**config.mk**
```make
export PLATFORM = sky130hd
export DESIGN_NAME = usb_tx_ctrl_flat
export DESIGN_NICKNAME = d
export VERILOG_FILES = /design/src/rtl/usb_tx_ctrl_pkg.sv /design/src/rtl/usb_tx_ctrl_if.sv /design/src/rtl/usb_tx_ctrl_crc16.sv /design/src/rtl/usb_tx_ctrl.sv /design/src/flat_wrapper.sv
export SDC_FILE = /design/constraint.sdc
export NUM_CORES = 1
export LEC_CHECK = 0
export CORE_MARGIN = 2
export CORE_UTILIZATION = 40
export DETAILED_ROUTE_END_ITERATION = 12
export MAX_ROUTING_LAYER = met4
export PLACE_DENSITY_LB_ADDON = 0.12
export SETUP_SLACK_MARGIN = 0.5
export SYNTH_ARGS = -nofsm -noshare
export SYNTH_HDL_FRONTEND = slang
export SYNTH_HIERARCHICAL = 1
export SYNTH_SLANG_ARGS = --single-unit
```
**constraint.sdc**
```tcl
create_clock -name clk -period 4.1 [get_ports clk]
set_input_delay 0.41 -clock clk [delete_from_list [all_inputs] [get_ports clk]]
set_output_delay 0.41 -clock clk [all_outputs]
set_load 0.02 [all_outputs]
```
**src/rtl/usb_tx_ctrl_pkg.sv**
```systemverilog
// Package usb_tx_pkg: shared types and constants for the USB transmit sequencer.
//   tx_state_t  - packet sequencer states
//   pkt_type_t  - requested packet kind (ACK, NAK, DATA0, DATA1)
//   PID_*       - 4-bit PID codes; the wire byte is {~pid, pid}
//   CRC16_*     - USB CRC16 polynomial (normal form) and seed
package usb_tx_pkg;

  typedef enum logic [2:0] {
    ST_IDLE      = 3'd0,
    ST_SYNC      = 3'd1,
    ST_PID       = 3'd2,
    ST_DATA      = 3'd3,
    ST_CRC_LO    = 3'd4,
    ST_CRC_HI    = 3'd5,
    ST_PAD       = 3'd6,
    ST_WAIT_DONE = 3'd7
  } tx_state_t;

  typedef enum logic [1:0] {
    PKT_ACK   = 2'b00,
    PKT_NAK   = 2'b01,
    PKT_DATA0 = 2'b10,
    PKT_DATA1 = 2'b11
  } pkt_type_t;

  localparam logic [3:0] PID_ACK   = 4'h2;
  localparam logic [3:0] PID_NAK   = 4'hA;
  localparam logic [3:0] PID_DATA0 = 4'h3;
  localparam logic [3:0] PID_DATA1 = 4'hB;

  localparam logic [15:0] CRC16_POLY = 16'h8005;
  localparam logic [15:0] CRC16_INIT = 16'hFFFF;

  function automatic logic [15:0] reflect16(input logic [15:0] v);
    logic [15:0] r;
    for (int i = 0; i < 16; i++) r[i] = v[15-i];
    return r;
  endfunction

  // The CRC register shifts right because USB sends bits LSB-first,
  // so the polynomial is applied in bit-reversed form.
  localparam logic [15:0] CRC16_POLY_REFL = reflect16(CRC16_POLY);

  function automatic logic [7:0] pid_byte(input pkt_type_t t);
    logic [3:0] p;
    case (t)
      PKT_ACK:   p = PID_ACK;
      PKT_NAK:   p = PID_NAK;
      PKT_DATA0: p = PID_DATA0;
      default:   p = PID_DATA1;
    endcase
    return {~p, p};
  endfunction

endpackage

```
**src/rtl/usb_tx_ctrl_if.sv**
```systemverilog
// Interface bundling the request, TX FIFO, timer and shifter signals of the
// USB transmit sequencer.
//   master : environment side (requester, FIFO, timer, shifter)
//   slave  : usb_tx_ctrl side
interface usb_tx_ctrl_if;
  logic       send_req;
  logic [1:0] pkt_type;
  logic [7:0] fifo_rdata;
  logic       fifo_empty;
  logic       fifo_rd;
  logic       byte_sent;
  logic       data_sent;
  logic       transmitting;
  logic       transmit_empty;
  logic [7:0] tx_byte;
  logic       tx_load;
  logic       busy;
  logic       done;
  logic       underrun;

  modport master (
    output send_req, pkt_type, fifo_rdata, fifo_empty, byte_sent, data_sent,
    input  fifo_rd, transmitting, transmit_empty, tx_byte, tx_load, busy, done,
           underrun
  );

  modport slave (
    input  send_req, pkt_type, fifo_rdata, fifo_empty, byte_sent, data_sent,
    output fifo_rd, transmitting, transmit_empty, tx_byte, tx_load, busy, done,
           underrun
  );
endinterface

```
**src/rtl/usb_tx_ctrl_crc16.sv**
```systemverilog
// usb_crc16: byte-wide USB CRC16 accumulator, one byte per cycle.
//   clk, n_rst : clock, asynchronous active-low reset (crc -> 16'hFFFF)
//   clear      : reload the seed
//   enable     : fold data_in into the CRC (LSB of data_in first)
//   crc_out    : running CRC register (not complemented)
module usb_crc16
  import usb_tx_pkg::*;
(
  input  logic        clk,
  input  logic        n_rst,
  input  logic        clear,
  input  logic        enable,
  input  logic [7:0]  data_in,
  output logic [15:0] crc_out
);

  function automatic logic [15:0] crc_step(input logic [15:0] c_in,
                                           input logic [7:0]  d);
    logic [15:0] c;
    c = c_in;
    for (int i = 0; i < 8; i++) begin
      if (c[0] ^ d[i]) c = (c >> 1) ^ CRC16_POLY_REFL;
      else             c = c >> 1;
    end
    return c;
  endfunction

  always_ff @(posedge clk or negedge n_rst) begin
    if (!n_rst)      crc_out <= CRC16_INIT;
    else if (clear)  crc_out <= CRC16_INIT;
    else if (enable) crc_out <= crc_step(crc_out, data_in);
  end

endmodule

```
**src/rtl/usb_tx_ctrl.sv**
```systemverilog
// usb_tx_ctrl: USB transmit packet sequencer.
// Emits SYNC, PID, then either 30 FIFO payload bytes plus CRC16 (DATA0/1)
// or three pad bytes (ACK/NAK), one byte per timer byte_sent pulse, and
// finishes when the external timer reports data_sent.
//   clk, n_rst      : clock, asynchronous active-low reset
//   bus (slave)     : send_req/pkt_type request, FIFO read side, timer
//                     pulses, shifter load, busy/done/underrun status
module usb_tx_ctrl
  import usb_tx_pkg::*;
#(
  parameter int         DATA_BYTES = 30,
  parameter logic [7:0] SYNC_BYTE  = 8'h80
) (
  input  logic         clk,
  input  logic         n_rst,
  usb_tx_ctrl_if.slave bus
);

  localparam int CNT_W = ($clog2(DATA_BYTES) < 2) ? 2 : $clog2(DATA_BYTES);
  localparam logic [CNT_W-1:0] DATA_LAST = CNT_W'(DATA_BYTES - 1);
  localparam logic [CNT_W-1:0] PAD_LAST  = CNT_W'(2);

  tx_state_t        state;
  pkt_type_t        pkt_q;
  logic [CNT_W-1:0] cnt;
  logic [15:0]      crc;
  logic             is_data;
  logic             advance;
  logic             pay_step;
  logic             crc_clear;
  logic [7:0]       pay_byte;

  assign is_data = pkt_q[1];

  // data_sent overrides a coincident byte_sent
  assign advance = bus.byte_sent & ~bus.data_sent;

  // Byte boundary that loads a payload byte: entering DATA or moving on
  // to the next payload byte.
  assign pay_step = advance &
                    (((state == ST_PID) & is_data) |
                     ((state == ST_DATA) & (cnt != DATA_LAST)));

  // An empty FIFO is never popped; a zero byte keeps the packet length.
  assign bus.fifo_rd = pay_step & ~bus.fifo_empty;
  assign pay_byte    = bus.fifo_empty ? 8'h00 : bus.fifo_rdata;

  assign crc_clear = ((state == ST_IDLE) & bus.send_req) |
                     ((state != ST_IDLE) & bus.data_sent);

  assign bus.busy           = (state != ST_IDLE);
  assign bus.transmitting   = (state != ST_IDLE);
  assign bus.transmit_empty = (state != ST_IDLE) & ~pkt_q[1];

  usb_crc16 u_crc (
    .clk     (clk),
    .n_rst   (n_rst),
    .clear   (crc_clear),
    .enable  (pay_step),
    .data_in (pay_byte),
    .crc_out (crc)
  );

  always_ff @(posedge clk or negedge n_rst) begin
    if (!n_rst) begin
      state        <= ST_IDLE;
      pkt_q        <= PKT_ACK;
      cnt          <= '0;
      bus.tx_byte  <= 8'h00;
      bus.tx_load  <= 1'b0;
      bus.done     <= 1'b0;
      bus.underrun <= 1'b0;
    end else begin
      bus.tx_load <= 1'b0;
      bus.done    <= 1'b0;
      if (state == ST_IDLE) begin
        if (bus.send_req) begin
          pkt_q        <= pkt_type_t'(bus.pkt_type);
          bus.underrun <= 1'b0;
          state        <= ST_SYNC;
          bus.tx_byte  <= SYNC_BYTE;
          bus.tx_load  <= 1'b1;
        end
      end else if (bus.data_sent) begin
        // Completion; anywhere but WAIT_DONE it means the timer and the
        // sequencer disagree on the packet length, so flag it.
        state    <= ST_IDLE;
        bus.done <= 1'b1;
        if (state != ST_WAIT_DONE) bus.underrun <= 1'b1;
      end else if (bus.byte_sent) begin
        case (state)
          ST_SYNC: begin
            state       <= ST_PID;
            bus.tx_byte <= pid_byte(pkt_q);
            bus.tx_load <= 1'b1;
          end
          ST_PID: begin
            cnt         <= '0;
            bus.tx_load <= 1'b1;
            if (is_data) begin
              state       <= ST_DATA;
              bus.tx_byte <= pay_byte;
              if (bus.fifo_empty) bus.underrun <= 1'b1;
            end else begin
              state       <= ST_PAD;
              bus.tx_byte <= 8'h00;
            end
          end
          ST_DATA: begin
            bus.tx_load <= 1'b1;
            if (cnt == DATA_LAST) begin
              state       <= ST_CRC_LO;
              bus.tx_byte <= ~crc[7:0];
            end else begin
              cnt         <= cnt + 1'b1;
              bus.tx_byte <= pay_byte;
              if (bus.fifo_empty) bus.underrun <= 1'b1;
            end
          end
          ST_CRC_LO: begin
            state       <= ST_CRC_HI;
            bus.tx_byte <= ~crc[15:8];
            bus.tx_load <= 1'b1;
          end
          ST_CRC_HI: state <= ST_WAIT_DONE;
          ST_PAD: begin
            if (cnt == PAD_LAST) begin
              state <= ST_WAIT_DONE;
            end else begin
              cnt         <= cnt + 1'b1;
              bus.tx_byte <= 8'h00;
              bus.tx_load <= 1'b1;
            end
          end
          default: ;
        endcase
      end
    end
  end

endmodule

```
**src/flat_wrapper.sv**
```systemverilog
// flat-port wrapper written by rule: the top's interface ports become plain ports
module usb_tx_ctrl_flat import usb_tx_pkg::*;
#(
  parameter int         DATA_BYTES = 30,
  parameter logic [7:0] SYNC_BYTE  = 8'h80
)
  (clk, n_rst, bus_send_req, bus_pkt_type, bus_fifo_rdata, bus_fifo_empty, bus_byte_sent, bus_data_sent, bus_fifo_rd, bus_transmitting, bus_transmit_empty, bus_tx_byte, bus_tx_load, bus_busy, bus_done, bus_underrun);
  usb_tx_ctrl_if bus_i ();
  input  logic clk;
  input  logic n_rst;
  input wire logic [$bits(bus_i.send_req)-1:0] bus_send_req;
  input wire logic [$bits(bus_i.pkt_type)-1:0] bus_pkt_type;
  input wire logic [$bits(bus_i.fifo_rdata)-1:0] bus_fifo_rdata;
  input wire logic [$bits(bus_i.fifo_empty)-1:0] bus_fifo_empty;
  input wire logic [$bits(bus_i.byte_sent)-1:0] bus_byte_sent;
  input wire logic [$bits(bus_i.data_sent)-1:0] bus_data_sent;
  output wire logic [$bits(bus_i.fifo_rd)-1:0] bus_fifo_rd;
  output wire logic [$bits(bus_i.transmitting)-1:0] bus_transmitting;
  output wire logic [$bits(bus_i.transmit_empty)-1:0] bus_transmit_empty;
  output wire logic [$bits(bus_i.tx_byte)-1:0] bus_tx_byte;
  output wire logic [$bits(bus_i.tx_load)-1:0] bus_tx_load;
  output wire logic [$bits(bus_i.busy)-1:0] bus_busy;
  output wire logic [$bits(bus_i.done)-1:0] bus_done;
  output wire logic [$bits(bus_i.underrun)-1:0] bus_underrun;
  assign bus_i.send_req = bus_send_req;
  assign bus_i.pkt_type = bus_pkt_type;
  assign bus_i.fifo_rdata = bus_fifo_rdata;
  assign bus_i.fifo_empty = bus_fifo_empty;
  assign bus_i.byte_sent = bus_byte_sent;
  assign bus_i.data_sent = bus_data_sent;
  assign bus_fifo_rd = bus_i.fifo_rd;
  assign bus_transmitting = bus_i.transmitting;
  assign bus_transmit_empty = bus_i.transmit_empty;
  assign bus_tx_byte = bus_i.tx_byte;
  assign bus_tx_load = bus_i.tx_load;
  assign bus_busy = bus_i.busy;
  assign bus_done = bus_i.done;
  assign bus_underrun = bus_i.underrun;
  usb_tx_ctrl #(.DATA_BYTES(DATA_BYTES), .SYNC_BYTE(SYNC_BYTE)) u_core (.clk(clk), .n_rst(n_rst), .bus(bus_i));
endmodule
```
# Word level (Yosys, flattened, before mapping)

Index checks and enable logic that the tools add are counted.
W data, S select, Z words.

Register bits: 37
Input bits: 16
Output and inout port bits: 15
Logic and storage cells: 146

Add/sub/neg operators: 1
Eq/ne operators: 22
Muxes and demuxes: 66
Bitwise gates (word level): 33
Reductions and logical operators: 16

Operator list:

| operator              | number |
|---|---|
| $mux W16              | 24 |
| $mux W8               | 8 |
| $pmux W8 S5           | 1 |
| $not A2 Y3            | 8 |
| $mux W3               | 7 |
| $pmux W3 S6           | 1 |
| $mux W4               | 4 |
| $not A8 Y8            | 2 |
| $mux W1               | 15 |
| $pmux W5 S3           | 1 |
| $pmux W4 S3           | 1 |
| $reduce_and A6 Y1     | 2 |
| $mux W5               | 2 |
| $reduce_and A5 Y1     | 2 |
| $eq A3 B3 Y1 const B  | 3 |
| $reduce_bool A3 Y1    | 3 |
| $and A1 B1 Y1         | 8 |
| $ne A4 B4 Y1 const B  | 2 |
| $reduce_bool A8 Y1    | 1 |
| $xor A1 B1 Y1         | 8 |
| $eq A3 B2 Y1 const B  | 2 |
| $ne A2 B2 Y1 const B  | 3 |
| $reduce_bool A6 Y1    | 1 |
| $add A5 B1 Y5 const B | 1 |
| 22 further kinds      | 28 |

# Logic depth before layout (Yosys ltp)

Gate-level depths: netlist of run 1.

Word-level depth: 34
Depth in mapped cells: 10
Depth with buffers taken out: 9

# By module

The synthesis of run 1 kept the hierarchy.

By module, submodules not included:

| module      | instances | cells each | area each (µm²) | seq. area each (µm²) |
|---|---|---|---|---|
| usb_tx_ctrl | 1         | 182        | 1,487.7         | 525.5 |
| usb_crc16   | 1         | 91         | 1,124.8         | 420.4 |

# Least setup slack after synthesis of run 1

Ideal clock, no wire load.

Path kind: register -> register
From: register u_core.cnt[0]
To: register u_core.u_crc.crc_out[10]
Library setup time: 0.082 ns
Arrival time: 2.186 ns
Data required time: 4.018 ns
Setup slack: 1.832 ns
Stages on the path, launching flop included: 9
Path buffers: 2
Clock period less this slack: 2.268 ns
Cells stage by stage: dfrtp_1 > ha_1 > and4_4 > a211o_4 > nor2_1 > inv_1 > clkbuf_1 > buf_6 > a211o_1

Longest elaborated chain between the ends: 5

Ends and longest elaborated chain:

| item                                | line                    | source |
|---|---|---|
| start, declared                     | usb_tx_ctrl.sv:25       | `logic [CNT_W-1:0] cnt;` |
| start signal, assigned              | usb_tx_ctrl.sv:115      | `cnt <= cnt + 1'b1;` |
| start signal, assigned              | usb_tx_ctrl.sv:130      | `cnt <= cnt + 1'b1;` |
| $ne A5 B5 Y1                        | usb_tx_ctrl.sv:42       | `((state == ST_DATA) & (cnt != DATA_LAST)));` |
| $and A1 B1 Y1                       | usb_tx_ctrl.sv:42       |  |
| $or A1 B1 Y1                        | usb_tx_ctrl.sv:41       | `(((state == ST_PID) & is_data) \|` |
| $and A1 B1 Y1                       | usb_tx_ctrl.sv:40       | `assign pay_step = advance &` |
| net u_core.pay_step                 | usb_tx_ctrl.sv:29       | `logic pay_step;` |
| $reduce_bool A2 Y1 (no source line) | -                       |  |
| end signal, assigned                | usb_tx_ctrl_crc16.sv:31 | `else if (enable) crc_out <= crc_step(crc_out, data_in);` |
| end, declared                       | usb_tx_ctrl_crc16.sv:14 | `output logic [15:0] crc_out` |

The timed path passes the listed nets, and every way through them passes these cells.
A chain may end at the register's enable or synchronous reset.

# Worst setup path in the final report of run 1

From: register u_core.state[1]
To: output bus_fifo_rd

Longest elaborated chain between the ends: 5
Elaborated cells between the ends (all ways): 7
Those cells by class: eq/ne (2); bitwise (5)

Ends and longest elaborated chain:

| item                             | line                                 | source |
|---|---|---|
| start, declared                  | usb_tx_ctrl.sv:23                    | `tx_state_t state;` |
| start signal, assigned           | usb_tx_ctrl.sv:66                    | `state <= ST_IDLE;` |
| start signal, assigned           | usb_tx_ctrl.sv:80                    | `state <= ST_SYNC;` |
| start signal, assigned           | usb_tx_ctrl.sv:87                    | `state <= ST_IDLE;` |
| $eq A3 B2 Y1 (on tied branches)  | usb_tx_ctrl.sv:41, usb_tx_ctrl.sv:42 |  |
| $and A1 B1 Y1 (on tied branches) | usb_tx_ctrl.sv:41, usb_tx_ctrl.sv:42 |  |
| $or A1 B1 Y1 (*)                 | usb_tx_ctrl.sv:41                    |  |
| $and A1 B1 Y1 (*)                | usb_tx_ctrl.sv:40                    |  |
| $and A1 B1 Y1 (*)                | usb_tx_ctrl.sv:45                    | `assign bus.fifo_rd = pay_step & ~bus.fifo_empty;` |
| end, declared                    | flat_wrapper.sv:17                   | `output wire logic [$bits(bus_i.fifo_rd)-1:0] bus_fifo_rd;` |

Every way passes the cells marked *; elsewhere a longest branch is shown, timed or not.

==> reports/metrics.cfg, run 1 <==
[worst_setup_path]
worstPathRequired_ns=3.69
critPathKind=reg2out
startpoint_type=flop
end_kind=output pin
cp.arrival_ns=2.64
path_max_fanout=28
worst_path_max_delay_cell=dfrtp_1
critPathMaxStageDelay_ns=0.97
path_cells=nand2b_4 > a211o_4 > nor3_1 > clkdlybuf4s50_1

[grt]
grt_max_degree=38
grt_usage_pct=18.39
grt_pass1_wl_mm=10.18
antenna_found_initial=0
grt-ovfl-total=0
grt_pass1_vias=1969

[cts]
cts_buffers=5
cts_tree=built
clk_pin_slew_worst_paths_ns=0.08
cts-resized-gates=0
clock_latency_ns=0.29
cts_num_sinks=37
post_cts_buffers=0
root_buffer=clkbuf_8
hold_buffers=0
htreeDepth=2
clockBufferDepth=2

[cells_and_area]
fin_cells=374
drive_above_1_share_pct=17.17
area_delta_synth_final_pct=16.09
diodes=0
fillCellCount=596
nets=315
final_cell_mix=clkdlybuf4s50_1 (29), nor2_1 (29), o21ai_0 (23), dfrtp_1 (21), a21oi_1 (18)
final_core_util_pct=47.76

[timing]
fmax_mhz=328.2
setup_tns_ns=0
final.period_utilization_pct=74.31
relSlewSlack_pct=36.99
fin_worst_skew_ns=0.008744
slew_viol_final=0
setup_violations=0
worst_pin_slew_ns=0.9451
whs_ns=0.2089
rsz0062_at_grt=no
finalCriticalPeriod_ns=3.047
hold_violations=0

[drt]
routedWlPerCell_um=16.50
routed_wl_mm=6.170
drtAntennaViolNets=0
vias_per_cell=5.564
drc=0
drt_iter0_markers=217
drt-pass1-iter-count=4
dr_total_vias=2081

[placed_design]
dp.cells=366
dp_hpwl_mm=4.327
numPortBuffers=30
gp_congestion=0.8606

[pwr]
p_per_area_nw_per_um2=695.7
p_leak_nw=1.190
power.total_w=0.002110
ir_worst_vdd_v=0.0003154

[outcome]
status=finished clean

[die]
initial_utilization_pct=41.14
io_pins=31
dieArea_um2=7194
core_um2=6350
die_x_um=84.82
rows=29
die_h_um=84.82

[yosys]
syn_nets=292
synthCells=273
ys_ff_latch=37
synth_cell_types=64
synth_edf_count=0
ys_warn_count=6
async_flop_share_pct=100.0
ys_seq_area_share_pct=36.21
syn_area_um2=2613
syn_area_per_cell_um2=9.570
yosys_most_used_dff=dfrtp_1

[min_path]
min_path_type=in2async

[job]
cap_violations=0

==> Yosys cell counts, types with 5 or more instances <==
| cell type | n | area, um2 |
|---|---|---|
| inv_1 | 12 | 45.04 |
| xor2_1 | 5 | 43.79 |
| o21ai_0 | 24 | 120.1 |
| xnor2_1 | 9 | 78.83 |
| a211o_1 | 13 | 113.9 |
| nor2_1 | 29 | 108.9 |
| nor3_1 | 10 | 50.05 |
| clkbuf_1 | 10 | 37.54 |
| nand3_1 | 7 | 35.03 |
| dfstp_2 | 16 | 420.4 |
| a21oi_1 | 18 | 90.09 |
| nand2_1 | 11 | 41.29 |
| xnor2_2 | 5 | 81.33 |
| nor2b_1 | 10 | 62.56 |
| dfrtp_1 | 21 | 525.5 |
==> per-layer routing <==
metal  vias up  track usage, %  wire length (um)
li1       1012               -                 -
met5         -               -                 0
met4         0           4.618                53
met3         4           3.307               239
met2        59           26.41              2692
met1      1006           26.96              3184
==> per-stage QoR <==
stage,setup WS [ns],cell area (um2)
6_report,1.053,3033
5_1_grt,0.9562,3033
2_1_floorplan,1.832,2613
3_5_place_dp,1.170,2927
4_1_cts,1.060,3033
3_3_place_gp,1.254,2927
==> cells by family (layout without fill, tap and decap cells) <==
| kind of cell | after synthesis | after routing | share of synthesized area (%) |
|---|---|---|---|
| DFF | 37 | 37 | 36.21 |
| muxes | 4 | 4 | 2.011 |
| and+or+nand+nor | 88 | 88 | 17.86 |
| adders and majority gates | 3 | 3 | 1.437 |
| buffers and inverters | 30 | 54 | 5.699 |
| xor gates and xnor gates | 27 | 27 | 14.89 |
| AOI/OAI and AO/OA | 84 | 84 | 21.89 |
==> sequential cells by signal, summed over array words and instances (netlist names) <==
signal                count
u_core/state              3
u_core/u_crc/crc_out     16
u_core/bus.underrun       1
u_core/cnt                5
u_core/bus.done           1
u_core/bus.tx_load        1
u_core/pkt_q              2
u_core/bus.tx_byte        8
==> power breakdown <==
part	leakage [nW]	internal, W	switching, W
sequential	0.442	0.000500	0.000155
combinational	0.695	0.000547	0.000601
clock	0.0528	0.000180	0.000127
total	1.19	0.00123	0.000883
==> critical path, delay by kind of cell (launching register included) <==
| kind | cells | cell delay, ns |
|---|---|---|
| flip-flops | 1 | 0.97 |
| AO/OA/AOI/OAI | 1 | 0.39 |
| AND/OR/NAND/NOR | 2 | 0.33 |
| buffers and inverters | 1 | 0.65 |
==> final cells by class <==
type | instances | area [um2] | area share (%)
well taps | 77 | 96.34 | 3.177
repair buffers | 33 | 317.8 | 10.48
clock buffers | 6 | 72.57 | 2.393
clock inverters | 2 | 33.78 | 1.114
multi-input cells | 206 | 1518 | 50.04
flip-flops and latches | 37 | 945.9 | 31.19
inverters | 13 | 48.80 | 1.609
==> path summary, 6_finish.rpt <==
path | start | endpoint | slack (ns) | depth (start not counted)
max in group asynchronous | n_rst | u_core/bus.tx_byte[2] | 3.37 | 1
max reg2reg | u_core/state[1] | u_core/u_crc/crc_out[0] | 1.32 | 8
max | u_core/state[1] | bus_fifo_rd | 1.05 | 4
min reg2reg | u_core/bus.tx_byte[5] | u_core/bus.tx_byte[5] | 0.50 | 1
min | n_rst | u_core/cnt[0] | 0.21 | 1
min in group clk | u_core/bus.tx_byte[5] | u_core/bus.tx_byte[5] | 0.50 | 1
(Power assumes the default switching activity.)
==> inputs of run 2 (changes only) <==
==> constraint.sdc (replaced) <==
create_clock -name clk -period 2.64 [get_ports clk]
set_input_delay 0.264 -clock clk [delete_from_list [all_inputs] [get_ports clk]]
set_output_delay 0.264 -clock clk [all_outputs]
set_load 0.02 [all_outputs]
==> run 2 against run 1 <==
Against the previous run:
- non-clock buffer count increased by 19
- total power increased by 58%
- first-iteration DRC count decreased by 38%
- final cell count increased by 5.1%
- via count increased by 5.3%
- largest power group unchanged
- die area unchanged
- worst setup slack got worse by 0.59 ns
- sequential power increased by 45%
==> reports/metrics.cfg, run 2 (synthesis gave the netlist of run 1 again) <==
[pwr]
pwr-share-seq_pct=28.6  ; -2.4 points
p_int_w=0.001890  ; +54%
p_leak_nw=1.288  ; +8.3%
p_per_area_nw_per_um2=1035  ; +49%
ir_worst_vdd_v=0.0004845  ; +54%
p_switching_w=0.001436  ; +63%
switching_share_pct=43.17  ; +1.3 points
p_clk_share_pct=11.6  ; -2.9 points
power.total_w=0.003326  ; +58%
comb_power_share_pct=59.8  ; +5.4 points

[drt]
vias_per_cell=5.575  ; +0.20%
drtAntennaViolNets=0  ; unchanged
drt_iter0_markers=135  ; -38%
drt-pass1-iter-count=4  ; unchanged
drc=0  ; unchanged
routedWlPerCell_um=16.43  ; -0.41%
dr_total_vias=2191  ; +5.3%
routed_wl_mm=6.457  ; +4.7%

[worst_setup_path]
cp.arrival_ns=2.38  ; -0.26 ns
worstPathRequired_ns=2.84  ; -0.85 ns
path_max_fanout=6  ; -79%
critPathKind=reg2reg
r2r-start=u_core/cnt[0]
end_kind=flop
startpoint_type=flop
crit_path_start=u_core/cnt[0]

[min_path]
min_path_type=in2async

[die]
initial_utilization_pct=41.14  ; unchanged
die_x_um=84.82  ; unchanged
rows=29  ; unchanged
dieArea_um2=7194  ; unchanged
die_h_um=84.82  ; unchanged
core_um2=6350  ; unchanged
io_pins=31  ; unchanged

[cts]
htreeDepth=2  ; unchanged
cts_num_sinks=37  ; unchanged
clk_pin_slew_worst_paths_ns=0.08  ; about the same
clockBufferDepth=2  ; unchanged
clock_latency_ns=0.30  ; about the same
cts_buffers=5  ; unchanged
cts_tree=built
root_buffer=clkbuf_8

[grt]
top_usage_layer=met2
grt_max_degree=38  ; unchanged
antenna_found_initial=0  ; unchanged
grt_pass1_wl_mm=11.14  ; +9.5%
grt_pass1_vias=2189  ; +11%
use_met3_pct=3.113  ; -0.19 points
grt_util_met2_pct=29.28  ; +2.9 points
grt_usage_pct=20.23  ; +1.8 points
grt_util_met1_pct=29.13  ; +2.2 points
grt-ovfl-total=0  ; unchanged

[placed_design]
numPortBuffers=30  ; unchanged
dp_hpwl_mm=4.648  ; +7.4%
gp_congestion=0.8944  ; +3.9%

[cells_and_area]
drive_above_1_share_pct=25.32  ; +8.1 points
area_delta_synth_final_pct=23.04
top_regs=u_core/u_crc/crc_out (16), u_core/bus.tx_byte (8), u_core/cnt (5)
max_flop_register=u_core/u_crc/crc_out
final_cell_mix=nor2_1 (28), clkdlybuf4s50_1 (24), o21ai_0 (23), dfrtp_1 (20), buf_4 (18)
final_core_util_pct=50.62  ; +2.9 points
diodes=0  ; unchanged
largest_register_ffs=16  ; unchanged
nets=334  ; +6.0%
final_common_cell=nor2_1

[timing]
rsz0062_at_grt=yes
setup_violations=0  ; unchanged
fmax_mhz=459.7
slew_viol_final=0  ; unchanged
hold_violations=0  ; unchanged
final.period_utilization_pct=82.41
finalCriticalPeriod_ns=2.176
worst_pin_slew_ns=0.8268  ; -0.1183 ns
setup_tns_ns=0  ; unchanged
relSlewSlack_pct=44.88  ; +7.9 points
fin_worst_skew_ns=0.01348  ; +0.004734 ns

[outcome]
status=finished clean

[job]
cap_violations=0  ; unchanged

run 2: cell count changes in the layout (fill, tap and decap cells not counted), moves of 3 or more:
cell             previous run  this run
buf_4                       3        18
clkdlybuf4s50_1            29        24
dlygate4sd2_1               0         4
buf_6                       0         3
run 2: stage by stage:
stage,std cells,setup WS (ns),hold slack [ns],area (um2)
floorplan,273,0.5207,-0.03159,2620
CTS,388,0.4501,0.09576,3159
finish,393,0.4645,0.05759,3214
global route,393,0.3760,0.1149,3214
detailed placement,375,0.09446,0.4251,3002
global placement,375,0.1314,0.4169,3002
run 2: final timing paths:
path / depth (start not counted) / end / slack, ns
setup reg to reg: 8 / u_core/u_crc/crc_out[0] / 0.46
min in group clk: 1 / u_core/bus.tx_byte[2] / 0.50
max in group asynchronous: 1 / u_core/cnt[0] / 2.02
hold / removal: 1 / u_core/cnt[0] / 0.06
setup / recovery: 8 / u_core/u_crc/crc_out[0] / 0.46
hold reg to reg: 1 / u_core/bus.tx_byte[2] / 0.50
run 2: worst max-delay path, stage by stage, from the launching register on:
cell        delay (ns)
dfrtp_2           0.43
ha_2              0.19
and4_4            0.20
a211o_4           0.36
nor2_4            0.15
clkinvlp_4        0.20
a21o_1            0.21
a211oi_2          0.18
o311ai_2          0.14
run 2: area by class of cell:
class / count / area [um2]
clock inverters: 1 / 5.005
clock buffers: 7 / 76.32
multi-input cells: 206 / 1568
flip-flops and latches: 37 / 947.2
inverters: 13 / 52.55
fillers: 599 / 3136
repair buffers: 52 / 469.2
well taps: 77 / 96.34
run 2: routing by layer:
layer	up-vias	routed length, um
li1	1056	-
met1	1067	3217
met2	53	2857
met3	15	251
met4	0	131
met5	-	0
run 2: power by group through the flow:
stage	registers (W)	clock network [W]	logic, W
2_1_floorplan	0.000965	0	0.00139
3_3_place_gp	0.000960	0	0.00190
3_5_place_dp	0.000960	0	0.00191
4_1_cts	0.000953	0.000402	0.00195
5_1_grt	0.000974	0.000432	0.00218
6_report	0.000950	0.000386	0.00199
run 2: timing repair:
action | in CTS | in global routing
endpoints found under the setup margin | 12 | 15
hold buffers | 0 | 0
buffers inserted | 5 | 5
pin swaps | 4 | 4
gates resized for setup | 19 | 5
==> inputs of run 3 (changes only) <==
==> constraint.sdc (replaced) <==
create_clock -name clk -period 2 [get_ports clk]
set_input_delay 0.2 -clock clk [delete_from_list [all_inputs] [get_ports clk]]
set_output_delay 0.2 -clock clk [all_outputs]
set_load 0.02 [all_outputs]
==> run 3 against run 2 <==
Against the previous run:
- highest routed layer unchanged
- largest power group unchanged
- sequential power grew 32%
- cell area is 19% higher
- sequential share of layout area is 4.7 points lower
- total power rose by 57%
- clock power increased by 31%
- combinational power increased by 73%
- first-iteration DRC count is 33% higher
==> reports/metrics.cfg, run 3 (synthesis gave the netlist of run 1 again) <==
[timing]
worst_pin_slew_ns=0.7571  ; -0.06965 ns
relSlewSlack_pct=49.52  ; +4.6 points
final.period_utilization_pct=99.31
hold_violations=0  ; unchanged
setup_tns_ns=0  ; unchanged
finalCriticalPeriod_ns=1.986
whs_ns=0.5003  ; +0.4427 ns
setup_violations=0  ; unchanged
fmax_mhz=503.5
slew_viol_final=0  ; unchanged
rsz0062_at_grt=yes
fin_worst_skew_ns=0.01033  ; -0.003144 ns
setup_ws_ns=0.01371  ; -0.4508 ns

[worst_setup_path]
cp.arrival_ns=2.18  ; -0.20 ns
reg2reg_slack_ns=0.03  ; -0.43 ns
worstPathRequired_ns=2.19  ; -0.65 ns
startpoint_type=primary input
path_max_fanout=5  ; -1
critPathKind=in2reg
end_kind=flop

[drt]
wl_met2_mm=3.322  ; +16%
drt-pass1-iter-count=5  ; +1
drt_iter0_markers=179  ; +33%
wl_met1_mm=3.342  ; +3.9%
dr_wl_met3_um=357  ; +42%
routedWlPerCell_um=16.02  ; -2.5%
dr_total_vias=2453  ; +12%
drc=0  ; unchanged
top_layer=met4
vias_per_cell=5.475  ; -1.8%
drtAntennaViolNets=0  ; unchanged
routed_wl_mm=7.176  ; +11%

[cts]
cts_num_sinks=37  ; unchanged
clock_latency_ns=0.29  ; about the same
htreeDepth=2  ; unchanged
cts_tree=built
root_buffer=clkbuf_8
clk_pin_slew_worst_paths_ns=0.07  ; about the same
clockBufferDepth=2  ; unchanged
cts_buffers=5  ; unchanged

[cells_and_area]
final_common_cell=buf_4
final_area_um2=3819  ; +19%
area_delta_synth_final_pct=46.17
max_flop_register=u_core/u_crc/crc_out
drive_above_1_share_pct=42.32  ; +17 points
final_cell_mix=buf_4 (64), nor2_1 (25), dfrtp_1 (21), clkdlybuf4s50_1 (19)
top_regs=u_core/u_crc/crc_out (16), u_core/bus.tx_byte (8), u_core/cnt (5)
final_core_util_pct=60.14  ; +9.5 points
largest_register_ffs=16  ; unchanged
diodes=0  ; unchanged
nets=389  ; +16%

[die]
io_pins=31  ; unchanged
die_h_um=84.82  ; unchanged
rows=29  ; unchanged
die_x_um=84.82  ; unchanged
dieArea_um2=7194  ; unchanged
core_um2=6350  ; unchanged
initial_utilization_pct=41.14  ; unchanged

[job]
cap_violations=0  ; unchanged

[grt]
grt_max_degree=33  ; -13%
grt_usage_pct=21.46  ; +1.2 points
grt_pass1_wl_mm=11.74  ; +5.4%
grt_pass1_vias=2371  ; +8.3%
antenna_found_initial=0  ; unchanged
grt-ovfl-total=0  ; unchanged

[min_path]
min_path_type=reg2reg

[placed_design]
numPortBuffers=30  ; unchanged
pre_cts_ws_ns=-0.3390  ; -0.4335 ns
gp_congestion=0.8095  ; -9.5%
dp_hpwl_mm=5.110  ; +9.9%
place_area_um2=3332  ; +11%

[pwr]
ir_worst_vdd_v=0.0005804  ; +20%
p_leak_nw=1.682  ; +31%
p_per_area_nw_per_um2=1363  ; +32%

[outcome]
status=finished clean

run 3: cell types whose count changed in the layout (fill, tap and decap cells not counted), moves of 5 or more:
cell and change:
buf_6 +10, dlymetal6s2s_1 +5, o21ai_0 -7, buf_4 +46, o21ai_1 +5, clkdlybuf4s50_1 -5
run 3: layout make-up:
type | instances | area [um2]
clock inverters | 1 | 5.005
clock buffers | 7 | 76.32
multi-input cells | 206 | 1690
fillers | 555 | 2531
flip-flops and latches | 37 | 945.9
inverters | 13 | 51.30
repair buffers | 107 | 953.4
well taps | 77 | 96.34
run 3: worst paths after layout:
kind	start	end	cells past startpoint
max	bus_fifo_rdata[2]	u_core/u_crc/crc_out[0]	8
min	u_core/bus.tx_byte[5]	u_core/bus.tx_byte[5]	1
max reg2reg	u_core/cnt[0]	u_core/u_crc/crc_out[0]	9
min reg2reg	u_core/bus.tx_byte[5]	u_core/bus.tx_byte[5]	1
max in group asynchronous	n_rst	u_core/u_crc/crc_out[1]	3
min in group asynchronous	n_rst	u_core/cnt[1]	2
run 3: report_power, final:
part           switching, W  total [W]  internal (W)
Sequential         0.000222    0.00125       0.00103
Combinational       0.00167    0.00345       0.00178
Clock              0.000260   0.000505      0.000245
run 3: metrics by stage:
step | std cells | power [W]
after detailed placement | 417 | 0.004088
final | 448 | 0.005207
after global placement | 417 | 0.004071
after floorplan | 273 | 0.003129
after CTS | 443 | 0.005048
after global routing | 448 | 0.005556
run 3: timing repair:
| item | in CTS | in global routing |
|---|---|---|
| endpoints found under the setup margin | 40 | 45 |
| setup buffers | 17 | 5 |
| pin swaps | 26 | 15 |
| gates resized for setup | 65 | 18 |
| hold buffers | 1 | 0 |
| endpoints found under the hold margin | 21 | 0 |
run 3: critical path: stages:
cell	delay (ns)
clkdlybuf4s50_1	0.48
nor2b_2	0.18
xnor2_2	0.14
xor3_2	0.57
buf_4	0.19
nor4b_4	0.28
a211oi_2	0.07
o311ai_1	0.08
run 3: layer usage:
layer / global-route usage [%] / vias up
met1: 29.16 / 1196
met3: 4.280 / 17
met5: - / -
li1: - / 1164
met4: 6.349 / 0
met2: 32.71 / 76
